**config.mk**
```make
export PLATFORM = sky130hd
export DESIGN_NAME = neureka_normquant_shift_pack
export DESIGN_NICKNAME = d
export VERILOG_FILES = /design/src/rtl/neureka_normquant_shift_pack.sv
export SDC_FILE = /design/constraint.sdc
export NUM_CORES = 1
export LEC_CHECK = 0
export CAP_MARGIN = 10
export CORE_MARGIN = 3
export CORE_UTILIZATION = 40
export DETAILED_ROUTE_END_ITERATION = 7
export MAX_ROUTING_LAYER = met4
export PLACE_DENSITY = 0.58
export SLEW_MARGIN = 20
export SYNTH_ARGS = -nofsm -noshare
export SYNTH_HDL_FRONTEND = slang
export SYNTH_SLANG_ARGS = --single-unit
```
**constraint.sdc**
```tcl
create_clock -name clk_i -period 2.1 [get_ports clk_i]
set_input_delay 0.315 -clock clk_i [delete_from_list [all_inputs] [get_ports clk_i]]
set_output_delay 0.315 -clock clk_i [all_outputs]
set_load 0.02 [all_outputs]
```
**src/rtl/neureka_normquant_shift_pack.sv**
```systemverilog
// Normquant back end: shifts and clips signed products, then packs PACK results per output word.
// Build option NEUREKA_NQ_ROUND_EN adds round-half-up before the shift; without it, truncates.
module neureka_normquant_shift_pack #(
  parameter int unsigned NMS      = 8,
  parameter int unsigned ACC      = 32,
  parameter int unsigned OUT_BITS = 8,
  parameter int unsigned PACK     = 4
) (
  input  logic                       clk_i,
  input  logic                       rst_ni,
  input  logic                       clear_i,
  input  logic [4:0]                 shift_i,
  input  logic                       signed_out_i,
  input  logic                       prod_valid_i,
  output logic                       prod_ready_o,
  input  logic [NMS+ACC-1:0]         product_i,
  input  logic                       last_i,
  output logic                       word_valid_o,
  input  logic                       word_ready_i,
  output logic [PACK*OUT_BITS-1:0]   word_data_o,
  output logic [PACK-1:0]            word_strb_o
);

  localparam int unsigned PW    = NMS + ACC;
  localparam int unsigned EW    = PW + 1;
  localparam int unsigned CntW  = $clog2(PACK);
  localparam int unsigned WordW = PACK * OUT_BITS;

  localparam logic signed [EW-1:0] SMax =
    signed'({{(EW-OUT_BITS+1){1'b0}}, {(OUT_BITS-1){1'b1}}});
  localparam logic signed [EW-1:0] SMin =
    signed'({{(EW-OUT_BITS+1){1'b1}}, {(OUT_BITS-1){1'b0}}});
  localparam logic signed [EW-1:0] UMax =
    signed'({{(EW-OUT_BITS){1'b0}}, {OUT_BITS{1'b1}}});

  logic [CntW-1:0]       cnt_q, cnt_d;
  logic [WordW-1:0]      buf_q, buf_d;
  logic [PACK-1:0]       strb_q, strb_d;
  logic [WordW-1:0]      word_data_q, word_data_d;
  logic [PACK-1:0]       word_strb_q, word_strb_d;
  logic                  word_valid_q, word_valid_d;

  logic                  accept;
  logic                  complete;
  logic signed [EW-1:0]  ext;
  logic signed [EW-1:0]  sh;
  logic [OUT_BITS-1:0]   quant;
  logic [WordW-1:0]      lane_buf;
  logic [PACK-1:0]       lane_strb;

  assign prod_ready_o = ~word_valid_q | word_ready_i;
  assign accept       = prod_valid_i & prod_ready_o;
  assign complete     = accept & ((cnt_q == CntW'(PACK - 1)) | last_i);

  assign word_valid_o = word_valid_q;
  assign word_data_o  = word_data_q;
  assign word_strb_o  = word_strb_q;

  // Extra sign bit keeps the rounding addition from overflowing.
  always_comb begin
    ext = signed'({product_i[PW-1], product_i});
`ifdef NEUREKA_NQ_ROUND_EN
    if (shift_i != 5'd0) begin
      ext = ext + signed'(EW'(1) << (shift_i - 5'd1));
    end
`endif
    sh = ext >>> shift_i;
  end

  always_comb begin
    quant = sh[OUT_BITS-1:0];
    if (signed_out_i) begin
      if (sh > SMax) begin
        quant = SMax[OUT_BITS-1:0];
      end else if (sh < SMin) begin
        quant = SMin[OUT_BITS-1:0];
      end
    end else begin
      if (sh < 0) begin
        quant = '0;
      end else if (sh > UMax) begin
        quant = UMax[OUT_BITS-1:0];
      end
    end
  end

  // Buffer and strobes with the current beat merged into lane cnt_q.
  always_comb begin
    lane_buf  = buf_q;
    lane_strb = strb_q;
    for (int i = 0; i < int'(PACK); i++) begin
      if (cnt_q == CntW'(i)) begin
        lane_buf[i*OUT_BITS +: OUT_BITS] = quant;
        lane_strb[i]                     = 1'b1;
      end
    end
  end

  always_comb begin
    cnt_d        = cnt_q;
    buf_d        = buf_q;
    strb_d       = strb_q;
    word_data_d  = word_data_q;
    word_strb_d  = word_strb_q;
    word_valid_d = word_valid_q;
    if (clear_i) begin
      cnt_d        = '0;
      buf_d        = '0;
      strb_d       = '0;
      word_data_d  = '0;
      word_strb_d  = '0;
      word_valid_d = 1'b0;
    end else begin
      if (word_valid_q && word_ready_i) begin
        word_valid_d = 1'b0;
      end
      if (accept) begin
        if (complete) begin
          word_data_d  = lane_buf;
          word_strb_d  = lane_strb;
          word_valid_d = 1'b1;
          buf_d        = '0;
          strb_d       = '0;
          cnt_d        = '0;
        end else begin
          buf_d  = lane_buf;
          strb_d = lane_strb;
          cnt_d  = cnt_q + CntW'(1);
        end
      end
    end
  end

  always_ff @(posedge clk_i or negedge rst_ni) begin
    if (!rst_ni) begin
      cnt_q        <= '0;
      buf_q        <= '0;
      strb_q       <= '0;
      word_data_q  <= '0;
      word_strb_q  <= '0;
      word_valid_q <= 1'b0;
    end else begin
      cnt_q        <= cnt_d;
      buf_q        <= buf_d;
      strb_q       <= strb_d;
      word_data_q  <= word_data_d;
      word_strb_q  <= word_strb_d;
      word_valid_q <= word_valid_d;
    end
  end

endmodule
```
==> impl.org <==
** Layout
- The net count of the finished layout is 1062.
- After routing the design area is 10500 sq um.
- Diodes inserted :: 0
- The library cell used most frequently in the layout, excluding fill and tap cells, is buf_4.
- Fraction of final layout cells sized beyond drive strength 1 :: 44.2%
- Post-layout utilization of the core :: 64.7%
- The top cell types in the final layout, fill and taps aside, are 199 x buf_4, 75 x dfrtp_1, 62 x nor2_1.
- Growth of design area from synthesis to finish :: 55.7%

** Power
- For this design the ratio of total power to cell area is 490 nW/um^2.
- The worst-case IR drop observed on VDD is 0.358 mV.
- Leak :: 4.31 nW
- Power Internal :: 3.42 mW
- The clock network accounts for 29.0% of the total power.
- The share of total power dissipated in sequential elements is 29.7%.
- Combinational logic is responsible for 41.3% of the overall power.
- Of the total power, the share spent switching nets is 33.2%.
- In this run the power spent charging and discharging nets is 1.70 mW.
- Summing internal, switching and leakage power gives 5.12 mW.

** Floorplanning
- Starting density of the core :: 41.6%
- IO Pins :: 90
- The die is 136 um wide.
- In this run the vertical extent of the chip is 136 um.
- In this run the core area contains 46 standard-cell rows.
- The die covers 18400 sq um.
- The total area inside the core boundary comes to 16200 sq um.

** Routing
- After the first detailed-routing iteration, the DRC count stood at 436.
- For this block, the via count after detailed routing is 7285.
- Average vias per placed instance :: 5.94
- For this block, wires on met1 add up to 10200 um.
- Routed wl met3 :: 1070 um
- Post-route DRC violation count :: 0
- Total wire length after detailed routing :: 25000 um
- Routed length per instance :: 20.4 um
- Detailed routing placed a total of 12800 um of wire on met2.
- Top routing layer in use :: met4
- In this run the remaining antenna-violating nets after routing total 0.
- The pre-antenna-repair detailed-routing pass consisted of 4 iterations.

** Timing
- Setup ws final :: -0.791 ns
- Between clock sinks in the finished design, the worst skew comes to 0.0104 ns.
- RSZ-0062 raised after global routing :: yes
- Setup-failing EPs final :: 56
- Portion of the clock cycle consumed by the worst path in the final layout :: 138%
- For the finished layout, the period the worst path requires is 2.89 ns.
- Based on the critical path, the design can be clocked at up to 0.346 GHz.
- The count of endpoints failing hold in the final timing report is 7.
- Transition time at the pin with the least slew margin :: 0.618 ns
- Final Max Slew Viols :: 0
- In this run the tightest slew margin relative to its limit is 57.8%.
- Accumulated negative setup slack :: -40.02 ns
- The tightest hold path in the finished design has a slack of -0.00875 ns.

** Worst setup path
- STA classifies the critical path startpoint as an input port.
- Kind of critical path :: in -> reg
- The most critical setup path has its startpoint at shift_i[1].
- Along the worst path, the maximum fanout reaches 8.
- The worst setup path is captured at a register.
- The critical path goes through buf_16 > buf_8 > mux4_2 > mux2i_2 > buf_4 > nand2_4 > a2111oi_4 > o211ai_1 > nor4_4 > a32oi_2 > buf_12 > nor2_4 > buf_6 > o22ai_2.
- Data arrives at the worst endpoint at 3.10 ns.
- Critical Path Slowest Stage Cell :: mux4_2
- On the worst path, the slowest cell contributes a delay of 0.53 ns.
- The worst register-to-register path begins at cnt_q[0]$_DFFE_PN0P_.
- Worst path required time :: 2.31 ns

** Clock network
- The tree built by TritonCTS fans out to 75 sinks.
- TritonCTS built the clock tree.
- The tree is rooted in a clkbuf_16.
- The H-tree was split into 3 levels.
- Reg clk slew, reported paths :: 0.06 ns
- Maximum buffer depth of the clock tree :: 2
- The clock reaches the later pin of the worst-skew pair after 0.34 ns.
- Count of hold-fix buffers inserted at cts :: 0
- TritonCTS Buffers :: 9

** Yosys
- Syn Nets :: 799
- Most used flip-flop cell after synthesis :: dfrtp_1
- Mean cell area of the mapped netlist :: 9.04 sq um
- Sequential elements use 27.9% of the synthesized area.
- Counting distinct cell types in the post-synthesis netlist gives 79.
- The synthesized netlist occupies a cell area of 6720 sq um.
- Fraction of registers with async set or reset after synthesis :: 100%
- Number of standard cells after synthesis :: 743
- EDFF count, synth :: 0
- Synthesis inferred 75 register bits.
- Yosys warnings :: 0

** Placed design
- Placement-stage cell area :: 9170 sq um
- Global placement routability congestion :: 0.960
- Port buffer count :: 89
- Summed over all nets, the half-perimeter wirelength after detailed placement is 19200 um.

** Global routing
- Global routing finished with a remaining overflow of 0.
- Global routing usage summed across all routing layers :: 28.0%
- Entering global routing, the biggest net connects 76 pins.
- Via count of the first global-routing pass :: 7442
- Initial antenna violation count :: 0
- The first global-routing pass estimated 39700 um of wire.

** Run
- The tool flagged a number of max-cap violations equal to 0.

** Status
- The checks that failed: hold timing, setup timing.
- Outcome :: finished, violations left

** Hold path
- In this run the worst hold path is classified as in -> async.
==> timing repair <==
action | in CTS | in global routing
setup buffers | 13 | 5
gates cloned | 2 | 0
resized for setup | 195 | 51
setup endpoints to repair | 56 | 65
pin swaps | 41 | 31
==> kinds of logic (layout without fill, tap and decap cells) <==
family,Yosys count,in the layout,share of synthesized area (%)
simple gates,257,257,19.5
compound gates,226,226,22.3
mux,107,107,23.3
flops,75,75,27.9
buf+inv,72,340,5.88
fa+ha+maj,4,4,0.745
xor+xnor,2,2,0.261
==> per-layer routing <==
layer	vias to the layer above	track usage [%]
li1	3403	-
met4	0	10.9
met5	-	-
met2	263	48.9
met1	3558	33.7
met3	61	2.34
==> area by class of cell <==
cell class	count	area (sq um)
fillers	1347	5710
inverters	12	53.8
well taps	216	270
repair buffers	312	2750
clock buffers	11	233
clock inverters	5	53.8
multi-input cells	596	5220
flip-flops and latches	75	1880
==> registers in the layout (all words and copies together) (netlist names) <==
name	count
word_data_o	32
strb_q	4
cnt_q	2
word_valid_o	1
word_strb_o	4
buf_q	32
==> synth_stat cells, types with 4 or more instances <==
cell type | number | share of area (%)
buf_6 | 7 | 1.2
a21oi_1 | 50 | 3.7
nand3_1 | 17 | 1.3
nor2b_1 | 5 | 0.47
inv_1 | 8 | 0.45
o21ai_1 | 16 | 1.2
nand2_1 | 71 | 4.0
o211ai_1 | 12 | 1.3
nor2_2 | 5 | 0.47
nor2_1 | 65 | 3.6
buf_1 | 8 | 0.45
o311ai_0 | 4 | 0.52
a221oi_1 | 5 | 0.65
nand2b_1 | 9 | 0.84
and2_1 | 14 | 1.3
a311oi_1 | 4 | 0.52
ha_1 | 4 | 0.74
mux4_2 | 32 | 11
nor3_1 | 21 | 1.6
buf_2 | 17 | 1.3
o31ai_1 | 4 | 0.45
nor4_2 | 4 | 0.74
a31oi_1 | 8 | 0.74
o21ai_0 | 33 | 2.5
a211oi_1 | 12 | 1.3
nor3b_1 | 24 | 2.7
dfrtp_1 | 75 | 28
mux2_2 | 25 | 4.2
mux2i_1 | 45 | 6.7
clkbuf_1 | 23 | 1.3
o22ai_1 | 38 | 3.5
a32o_1 | 4 | 0.60
==> final timing paths <==
kind,endpoint,slack (ns),cells after the start
worst min register to register,buf_q[10]$_DFFE_PN0P_,0.47,2
worst max-delay path,word_data_o[2]$_DFFE_PN0P_,-0.79,14
worst max register to register,word_data_o[7]$_DFFE_PN0P_,0.10,7
max in group asynchronous,buf_q[30]$_DFFE_PN0P_,1.76,2
worst min-delay path,buf_q[10]$_DFFE_PN0P_,-0.009,2
min in group clk_i,buf_q[10]$_DFFE_PN0P_,0.47,2
==> per-stage QoR <==
step	std cells	setup WS [ns]
final	1227	-0.791
after detailed placement	1191	-1.53
after global routing	1227	-0.871
after floorplan	743	-0.715
after CTS	1222	-0.737
after global placement	1191	-1.51
==> power by group through the flow <==
| stage | Combinational, mW | Clock, mW | Sequential (mW) |
|---|---|---|---|
| floorplan | 0.905 | 0 | 1.58 |
| global placement | 1.80 | 0 | 1.55 |
| detailed placement | 1.81 | 0 | 1.55 |
| CTS | 2.02 | 1.51 | 1.52 |
| global route | 2.25 | 1.58 | 1.53 |
| finish | 2.12 | 1.48 | 1.52 |
==> worst max-delay path: cells and delay by family <==
kind	cells	cell delay (ns)
compound gates	4	0.79
simple gates	3	0.48
buf+inv	5	0.75
mux	2	0.75
No activity file was read; power rests on OpenSTA's default activity.
